File: src/rtl/br_bist_if.sv
// Bank-side bus between the BR self-test engine (master) and the 4x8 register bank (slave).
interface br_bist_if #(
    parameter int unsigned ADDR_W = 2,
    parameter int unsigned DATA_W = 8
);
    logic [ADDR_W-1:0] Dir;
    logic [DATA_W-1:0] Dato_e;
    logic              WE;
    logic              En;
    logic [DATA_W-1:0] Dato_s;

    modport master (
        output Dir,
        output Dato_e,
        output WE,
        output En,
        input  Dato_s
    );

    modport slave (
        input  Dir,
        input  Dato_e,
        input  WE,
        input  En,
        output Dato_s
    );
endinterface

File: src/rtl/br_bist.sv
// Self-test initiator for the BR register bank: writes/reads a true then an inverted
// address-derived pattern and reports pass/fail with details of the first mismatch.
module br_bist #(
    parameter int unsigned       DATA_W = 8,
    parameter int unsigned       ADDR_W = 2,
    parameter int unsigned       DEPTH  = 4,
    parameter logic [DATA_W-1:0] SEED   = DATA_W'(10),
    parameter logic [DATA_W-1:0] STEP   = DATA_W'(10)
) (
    input  logic              clk,
    input  logic              rst,
    input  logic              start,
    output logic              busy,
    output logic              done,
    output logic              pass,
    output logic [ADDR_W-1:0] fail_addr,
    output logic [DATA_W-1:0] fail_exp,
    output logic [DATA_W-1:0] fail_got,
    br_bist_if.master         bank
);

    localparam logic [ADDR_W-1:0] LAST_ADDR = ADDR_W'(DEPTH - 1);

    typedef enum logic [2:0] {
        IDLE  = 3'd0,
        WR    = 3'd1,
        RD    = 3'd2,
        DRAIN = 3'd3,
        FIN   = 3'd4
    } state_t;

    state_t            state;
    logic              pidx;
    logic [ADDR_W-1:0] dir;
    logic [DATA_W-1:0] dato_e;
    logic              we;
    logic              en;
    logic [ADDR_W-1:0] rd_addr_q;
    logic              rd_vld_q;
    logic [DATA_W-1:0] exp_c;
    logic              mismatch_c;

    // Word for address a in the given pass; pass 1 is the bitwise inverse.
    function automatic logic [DATA_W-1:0] pattern(input logic [ADDR_W-1:0] a, input logic inv);
        logic [DATA_W-1:0] p;
        p = SEED + STEP * DATA_W'(a);
        return inv ? ~p : p;
    endfunction

    assign bank.Dir    = dir;
    assign bank.Dato_e = dato_e;
    assign bank.WE     = we;
    assign bank.En     = en;

    // Read data returns one cycle after issue, so compare against the registered read address.
    always_comb begin
        exp_c      = pattern(rd_addr_q, pidx);
        mismatch_c = rd_vld_q && (bank.Dato_s != exp_c);
    end

    always_ff @(posedge clk) begin
        if (rst) begin
            state     <= IDLE;
            pidx      <= 1'b0;
            dir       <= '0;
            dato_e    <= '0;
            we        <= 1'b0;
            en        <= 1'b0;
            rd_addr_q <= '0;
            rd_vld_q  <= 1'b0;
            busy      <= 1'b0;
            done      <= 1'b0;
            pass      <= 1'b0;
            fail_addr <= '0;
            fail_exp  <= '0;
            fail_got  <= '0;
        end else begin
            done <= 1'b0;
            case (state)
                IDLE: begin
                    en <= 1'b0;
                    we <= 1'b0;
                    if (start) begin
                        pass      <= 1'b0;
                        fail_addr <= '0;
                        fail_exp  <= '0;
                        fail_got  <= '0;
                        busy      <= 1'b1;
                        pidx      <= 1'b0;
                        dir       <= '0;
                        dato_e    <= pattern('0, 1'b0);
                        en        <= 1'b1;
                        we        <= 1'b1;
                        state     <= WR;
                    end
                end
                WR: begin
                    if (dir == LAST_ADDR) begin
                        dir   <= '0;
                        we    <= 1'b0;
                        state <= RD;
                    end else begin
                        dir    <= dir + 1'b1;
                        dato_e <= pattern(dir + 1'b1, pidx);
                    end
                end
                RD: begin
                    rd_addr_q <= dir;
                    rd_vld_q  <= 1'b1;
                    if (mismatch_c) begin
                        fail_addr <= rd_addr_q;
                        fail_exp  <= exp_c;
                        fail_got  <= bank.Dato_s;
                        en        <= 1'b0;
                        dir       <= '0;
                        rd_vld_q  <= 1'b0;
                        pass      <= 1'b0;
                        done      <= 1'b1;
                        state     <= FIN;
                    end else if (dir == LAST_ADDR) begin
                        en    <= 1'b0;
                        dir   <= '0;
                        state <= DRAIN;
                    end else begin
                        dir <= dir + 1'b1;
                    end
                end
                DRAIN: begin
                    rd_vld_q <= 1'b0;
                    if (mismatch_c) begin
                        fail_addr <= rd_addr_q;
                        fail_exp  <= exp_c;
                        fail_got  <= bank.Dato_s;
                        pass      <= 1'b0;
                        done      <= 1'b1;
                        state     <= FIN;
                    end else if (!pidx) begin
                        pidx   <= 1'b1;
                        dir    <= '0;
                        dato_e <= pattern('0, 1'b1);
                        en     <= 1'b1;
                        we     <= 1'b1;
                        state  <= WR;
                    end else begin
                        pass  <= 1'b1;
                        done  <= 1'b1;
                        state <= FIN;
                    end
                end
                FIN: begin
                    busy  <= 1'b0;
                    state <= IDLE;
                end
                default: state <= IDLE;
            endcase
        end
    end

endmodule
File: src/flat_wrapper.sv
// flat-port wrapper written by rule: the top's interface ports become plain ports
module br_bist_flat 
#(
    parameter int unsigned       DATA_W = 8,
    parameter int unsigned       ADDR_W = 2,
    parameter int unsigned       DEPTH  = 4,
    parameter logic [DATA_W-1:0] SEED   = DATA_W'(10),
    parameter logic [DATA_W-1:0] STEP   = DATA_W'(10)
)
  (clk, rst, start, busy, done, pass, fail_addr, fail_exp, fail_got, bank_Dir, bank_Dato_e, bank_WE, bank_En, bank_Dato_s);
  br_bist_if #(.ADDR_W(ADDR_W), .DATA_W(DATA_W)) bank_i ();
  input  logic clk;
  input  logic rst;
  input  logic start;
  output logic busy;
  output logic done;
  output logic pass;
  output logic [ADDR_W-1:0] fail_addr;
  output logic [DATA_W-1:0] fail_exp;
  output logic [DATA_W-1:0] fail_got;
  output wire logic [$bits(bank_i.Dir)-1:0] bank_Dir;
  output wire logic [$bits(bank_i.Dato_e)-1:0] bank_Dato_e;
  output wire logic [$bits(bank_i.WE)-1:0] bank_WE;
  output wire logic [$bits(bank_i.En)-1:0] bank_En;
  input wire logic [$bits(bank_i.Dato_s)-1:0] bank_Dato_s;
  assign bank_Dir = bank_i.Dir;
  assign bank_Dato_e = bank_i.Dato_e;
  assign bank_WE = bank_i.WE;
  assign bank_En = bank_i.En;
  assign bank_i.Dato_s = bank_Dato_s;
  br_bist #(.DATA_W(DATA_W), .ADDR_W(ADDR_W), .DEPTH(DEPTH), .SEED(SEED), .STEP(STEP)) u_core (.clk(clk), .rst(rst), .start(start), .busy(busy), .done(done), .pass(pass), .fail_addr(fail_addr), .fail_exp(fail_exp), .fail_got(fail_got), .bank(bank_i));
endmodule
File: config.mk
export PLATFORM = sky130hd
export DESIGN_NAME = br_bist_flat
export DESIGN_NICKNAME = d
export VERILOG_FILES = /design/src/rtl/br_bist_if.sv /design/src/rtl/br_bist.sv /design/src/flat_wrapper.sv
export SDC_FILE = /design/constraint.sdc
export NUM_CORES = 1
export LEC_CHECK = 0
export ABC_AREA = 1
export CORE_MARGIN = 2
export CORE_UTILIZATION = 50
export CTS_CLUSTER_DIAMETER = 150
export DETAILED_ROUTE_END_ITERATION = 7
export PLACE_DENSITY = 0.82
export REMOVE_ABC_BUFFERS = 1
export SYNTH_ARGS = -nofsm -noshare
export SYNTH_HDL_FRONTEND = slang
export SYNTH_SLANG_ARGS = --single-unit
File: constraint.sdc
create_clock -name clk -period 2.1 [get_ports clk]
set_clock_uncertainty 0.1 [all_clocks]
set_input_delay 0.42 -clock clk [delete_from_list [all_inputs] [get_ports clk]]
set_output_delay 0.42 -clock clk [all_outputs]
set_load 0.01 [all_outputs]
==> results.yml, run 1 <==
timing:
  min_period_ns: 2.04
  hold_viol_final: 0
  worst_pin_slew_ns: 0.557
  holdWs_ns: 0.360
  timing.setup.tns_ns: 0
  worst_slack_ns: 0.0597
  setup_viol: 0
  relSlewSlack_pct: 62.9
  fmax_mhz: 490
  slew_violations: 0
  timing.final.crit_share_pct: 97.2
global_routing:
  grt_pass1_vias: 1681
  busiest_layer: "met2"
  grt_max_degree: 18
  overflow: 0
  grt_use_met1_pct: 29.5
  antenna_found_initial: 0
  grtUsageTotal_pct: 22.6
  grt_use_met2_pct: 35.3
  gr-usage-met3_pct: 5.11
  grt_pass1_wl_mm: 7.62
cells_and_area:
  final_util_pct: 73.6
  stdcell_count: 362
  areaGrowthSynthToFinish_pct: 39.8
  layout.nets: 329
  antenna_cells: 0
  final_cell_area_um2: 2720
  layout-drive-gt1-share_pct: 29.9
cts:
  max-clock-path-buffers: 2
  clk_latency_ns: 0.29
  cts.sinks: 34
  cts_root_buffer: "clkbuf_8"
  clk_pin_slew_ns: 0.07
  h-tree-depth: 2
  tritoncts: "done"
  cts_buffers: 5
synthesis:
  synth_area_um2: 1940
  synth_area_leaders: "dfxtp_1 (35%), nand2_1 (10%), a22oi_2 (5.8%)"
  synth_seq_cells: 34
  synth.yosys.seq_area_share_pct: 35.1
  yosys_warnings: 0
  synth_area_leader_cell: "dfxtp_1"
  synth_cell_types: 32
  synth_top_area_share_pct: 35.1
  synthCells: 254
  synth_area_per_cell_um2: 7.65
floorplanning:
  ios: 44
  coreArea_um2: 3690
  start_util_pct: 52.6
  rows: 22
  die_w_um: 66.3
  die-area_um2: 4400
  die_y_um: 66.3
run:
  max_cap_violations: 0
power:
  p_sw_mw: 1.37
  p_total_mw: 3.22
  p_clk_share_pct: 17.5
  irDropWorstVdd_mv: 0.625
  cellPowerDensity_nw_per_um2: 1190
  leakage_nw: 1.12
  internal-power_mw: 1.85
  p_seq_share_pct: 27.3
  power_frac_comb_pct: 55.3
  switching_share_pct: 42.6
drt:
  vias_per_cell: 5.08
  first_pass_iters: 4
  wl_per_cell_um: 13.1
  drc: 0
  num_vias: 1838
  ant_nets: 0
  drt_wl_total_mm: 4.76
  drtIter0Drc: 75
setup_path:
  slowest_delay_ns: 0.36
  start_kind: "flip-flop"
  crit_top_cell: "nand2_1"
  cp_slowest_cell: "dfxtp_2"
  crit_buf_inv: 2
  reg2reg_slack_ns: 0.06
  path_cells: "buf_4 -> ha_2 -> nand2_1 -> nand3_1 -> nand2_1 -> nor2_2 -> nand3_2 -> nand2_4 -> nor2_4 -> buf_12 -> a22oi_1 -> nor2_1"
  worst-setup-path-type: "flip-flop to flip-flop"
  arrival_ns: 2.11
  critPathCaptureType: "flip-flop"
  path_max_fanout: 16
  worstPathRequired_ns: 2.17
  cp_top_family: "simple AND/OR/NAND/NOR gates"
place:
  placed_area_um2: 2480
  place_inst: 352
  gp_congestion: 0.950
  dp.final_hpwl_mm: 3.30
  numPortBuffers: 43
  place_ws_ns: -0.130
outcome:
  status: "finished, final reports clean"
hold_path:
  hold_path.class: "flip-flop to flip-flop"
-- power by group through the flow --
stage | Combinational (mW) | Sequential (mW) | Clock (mW)
2_1_floorplan | 0.968 | 0.940 | 0
3_3_place_gp | 1.56 | 0.879 | 0
3_5_place_dp | 1.56 | 0.882 | 0
4_1_cts | 1.58 | 0.869 | 0.575
5_1_grt | 1.97 | 0.895 | 0.605
6_report | 1.78 | 0.878 | 0.562
-- layout by cell type (no fill, tap or decap), types with 2 or more instances in the layout --
master            n
clkdlybuf4s50_1  43
a22oi_2          14
inv_2             9
xor2_1            3
ha_1              3
a21oi_1          17
o21bai_1          2
nand2_1          50
nor2_2           11
nor2_1           19
dfxtp_1          32
nor2_4            3
a21oi_2           4
nand3_2           2
clkbuf_8          8
dfxtp_2           2
nand3_1          12
nand2_4           5
inv_1            26
o21ai_0           6
buf_4            19
nand2_2           9
-- registers in the layout (all words and copies together), names as in the netlist, 2 cells and up --
signal,cells
u_core.fail_addr,2
u_core.fail_got,8
u_core.fail_exp,5
u_core.state,3
u_core.bank.Dir,2
u_core.rd_addr_q,2
u_core.bank.Dato_e,5
-- repair_timing --
action	4_1_cts	5_1_grt
resized for setup	1	24
pin swaps	1	4
buffers inserted	1	1
setup endpoints to repair	8	28
hold buffers	0	0
gates cloned	0	1
hold endpoints to repair	0	0
-- per-layer routing --
metal | wire, um | up-vias
li1 | - | 934
met1 | 2240 | 861
met2 | 2250 | 35
met3 | 178 | 8
met4 | 93 | 0
met5 | 0 | -
-- kinds of logic after synthesis --
logic type / after synthesis / share of synthesized area (%)
adder cells (fa/ha/maj): 5 / 3.22
AO/OA/AOI/OAI: 48 / 17.5
buffers and inverters: 47 / 11.9
XOR/XNOR: 4 / 1.80
AND/OR/NAND/NOR: 116 / 30.6
flip-flops: 34 / 35.1
-- synth_stat cells --
library cell,n
a21boi_0,1
nand2_4,5
nor3_4,1
buf_12,1
a21oi_1,20
nand2_1,54
o21ai_1,1
a22oi_2,9
xor2_1,3
nand3_1,13
inv_1,28
a211oi_1,1
o211ai_1,1
dfxtp_1,34
nor2_1,20
buf_6,2
nor2_4,3
o21ai_0,6
nand4_4,1
clkbuf_1,3
o21bai_1,2
a21oi_2,1
nand3_2,1
xnor2_1,1
nor2_2,10
ha_1,5
buf_4,6
nand2_2,6
nand4_1,1
inv_2,7
nand3b_1,1
a22oi_1,6
-- worst paths after layout --
| kind | cells after the start | startpoint | endpoint |
|---|---|---|---|
| setup reg to reg | 12 | u_core.rd_addr_q[0] | u_core.fail_exp[1] |
| setup / recovery | 12 | u_core.rd_addr_q[0] | u_core.fail_exp[1] |
| hold / removal | 2 | u_core.pass | u_core.pass |
| hold reg to reg | 2 | u_core.pass | u_core.pass |
-- worst register-to-register path: stages, from the launching register on --
cell     delay, ns
dfxtp_2       0.36
buf_4         0.15
ha_2          0.20
nand2_1       0.08
nand3_1       0.11
nand2_1       0.08
nor2_2        0.13
nand3_2       0.11
nand2_4       0.16
nor2_4        0.06
buf_12        0.15
a22oi_1       0.18
nor2_1        0.06
-- area by class of cell --
cell class	instances	area, um2
clock buffers	8	110
fillers	292	973
inverters	35	131
multi-input cells	174	1140
well taps	48	60.1
flip-flops and latches	34	683
repair buffers	63	593
Note: power is estimated with default switching activity, not from simulation.
==> run 2, diff against run 1 <==
--- a/config.mk
+++ b/config.mk
@@ -10,6 +10,7 @@
 export CORE_UTILIZATION = 50
 export CTS_CLUSTER_DIAMETER = 150
 export DETAILED_ROUTE_END_ITERATION = 7
+export MAX_ROUTING_LAYER = met4
 export PLACE_DENSITY = 0.82
 export REMOVE_ABC_BUFFERS = 1
 export SYNTH_ARGS = -nofsm -noshare
==> results.yml, run 2 (synthesized netlist as in run 1, its figures left out) <==
outcome:
  status: "finished, final reports clean"
cts:
  clk_latency_ns: 0.29
  cts_buffers: 5
  tritoncts: "done"
  cts_root_buffer: "clkbuf_8"
  cts.sinks: 34
  max-clock-path-buffers: 2
  clk_pin_slew_ns: 0.07
  cts-hold-fix-buffers: 0
  h-tree-depth: 2
drt:
  first_pass_iters: 4
  ant_nets: 0
  drt_wl_total_mm: 4.92
  drtIter0Drc: 69
  wl_per_cell_um: 13.5
  drc: 0
  num_vias: 1827
  vias_per_cell: 5.03
cells_and_area:
  regArea_um2: 686
  fillers: 299
  multi_input_area_um2: 1130
  antenna_cells: 0
  areaGrowthSynthToFinish_pct: 40.2
  largest_reg_flops: 8
  mostFrequentLayoutCell: "nand2_1"
  largest-register: "u_core.fail_got"
  final_cell_mix: "nand2_1 (50), clkdlybuf4s50_1 (43), dfxtp_1 (32)"
  layout.nets: 330
  layout-drive-gt1-share_pct: 30.2
timing:
  slew_violations: 0
  worst_pin_slew_ns: 0.597
  holdWs_ns: 0.366
  relSlewSlack_pct: 60.2
  timing.final.crit_share_pct: 97.8
  worst_slack_ns: 0.0471
  fmax_mhz: 487
  hold_viol_final: 0
  rsz0062_at_grt: "yes"
  setup_viol: 0
  min_period_ns: 2.05
setup_path:
  critPathCaptureType: "flip-flop"
  slowest_delay_ns: 0.37
  path_max_fanout: 16
  cp_top_family: "simple AND/OR/NAND/NOR gates"
  reg2reg_slack_ns: 0.05
  worst-setup-path-type: "flip-flop to flip-flop"
  start_kind: "flip-flop"
  crit_buf_inv: 3
  path_cells: "buf_4 -> ha_2 -> inv_2 -> nand2_1 -> nand3_1 -> nand2_1 -> nor2_2 -> nand3_2 -> nand2_4 -> nor2_4 -> buf_12 -> a22oi_1 -> nor2_1"
  cp_slowest_cell: "dfxtp_4"
  crit_top_cell: "nand2_1"
  arrival_ns: 2.14
  worstPathRequired_ns: 2.19
place:
  place_ws_ns: -0.134
  numPortBuffers: 43
  gp_congestion: 1.02
  dp.final_hpwl_mm: 3.55
global_routing:
  gr-usage-met3_pct: 3.41
  overflow: 0
  grt_pass1_vias: 1697
  grt_pass1_wl_mm: 7.80
  busiest_layer: "met2"
  antenna_found_initial: 0
  grt_use_met2_pct: 37.6
  grt_max_degree: 17
  grtUsageTotal_pct: 24.0
  grt_use_met1_pct: 30.6
power:
  cellPowerDensity_nw_per_um2: 1190
  leakage_nw: 1.12
  irDropWorstVdd_mv: 0.619
  p_total_mw: 3.25
floorplanning:
  ios: 44
  start_util_pct: 52.6
  die_w_um: 66.3
  die_y_um: 66.3
  coreArea_um2: 3690
  rows: 22
  die-area_um2: 4400
hold_path:
  hold_path.class: "flip-flop to flip-flop"
run:
  max_cap_violations: 0
==> run 2: repair_timing <==
| item | 4_1_cts | 5_1_grt |
|---|---|---|
| resized for setup | 1 | 25 |
| pin swaps | 1 | 6 |
| gates cloned | 0 | 1 |
| setup endpoints to repair | 18 | 29 |
| setup buffers | 1 | 1 |
==> run 2: worst paths after layout <==
path / startpoint / end / cells past startpoint
setup reg to reg: u_core.rd_addr_q[0] / u_core.fail_exp[1] / 13
hold / removal: u_core.pass / u_core.pass / 2
setup / recovery: u_core.rd_addr_q[0] / u_core.fail_exp[1] / 13
hold reg to reg: u_core.pass / u_core.pass / 2
==> run 2: final cells by class <==
cell class | instances | area share [%]
clock buffer | 5 | 2.53
sequential | 34 | 25.2
tap | 48 | 2.21
inverter | 35 | 4.83
multi-input combinational | 174 | 41.4
clock inverter | 3 | 1.65
timing repair buffer | 64 | 22.2
==> run 2: power breakdown <==
group / switching [mW] / leakage (nW) / total, mW / internal [mW]
clock: 0.251 / 0.0504 / 0.604 / 0.353
sequential: 0.109 / 0.278 / 0.886 / 0.776
combinational: 1.03 / 0.787 / 1.76 / 0.732
==> run 2: metrics by stage <==
stage,TNS [ns],std cells,instance area [um2],util [%]
finish,0,363,2720,73.8
global route,-0.399,363,2720,73.8
CTS,0,362,2620,71.0
detailed placement,-2.26,353,2480,67.3
global placement,-1.21,353,2480,67.3
floorplan,0,242,1840,-
==> run 2: tightest hold or removal path, delay by kind of cell, from the launching register on <==
family | cells | cell delay, ns
DFF | 1 | 0.31
buffers and inverters | 1 | 0.06
AOI/OAI and AO/OA | 1 | 0.05
==> run 2: metal layers <==
metal / wire length (um) / share of wire, %
met1: 2310 / 47
met3: 147 / 3.0
met5: 0 / 0
met2: 2370 / 48
met4: 83 / 1.7
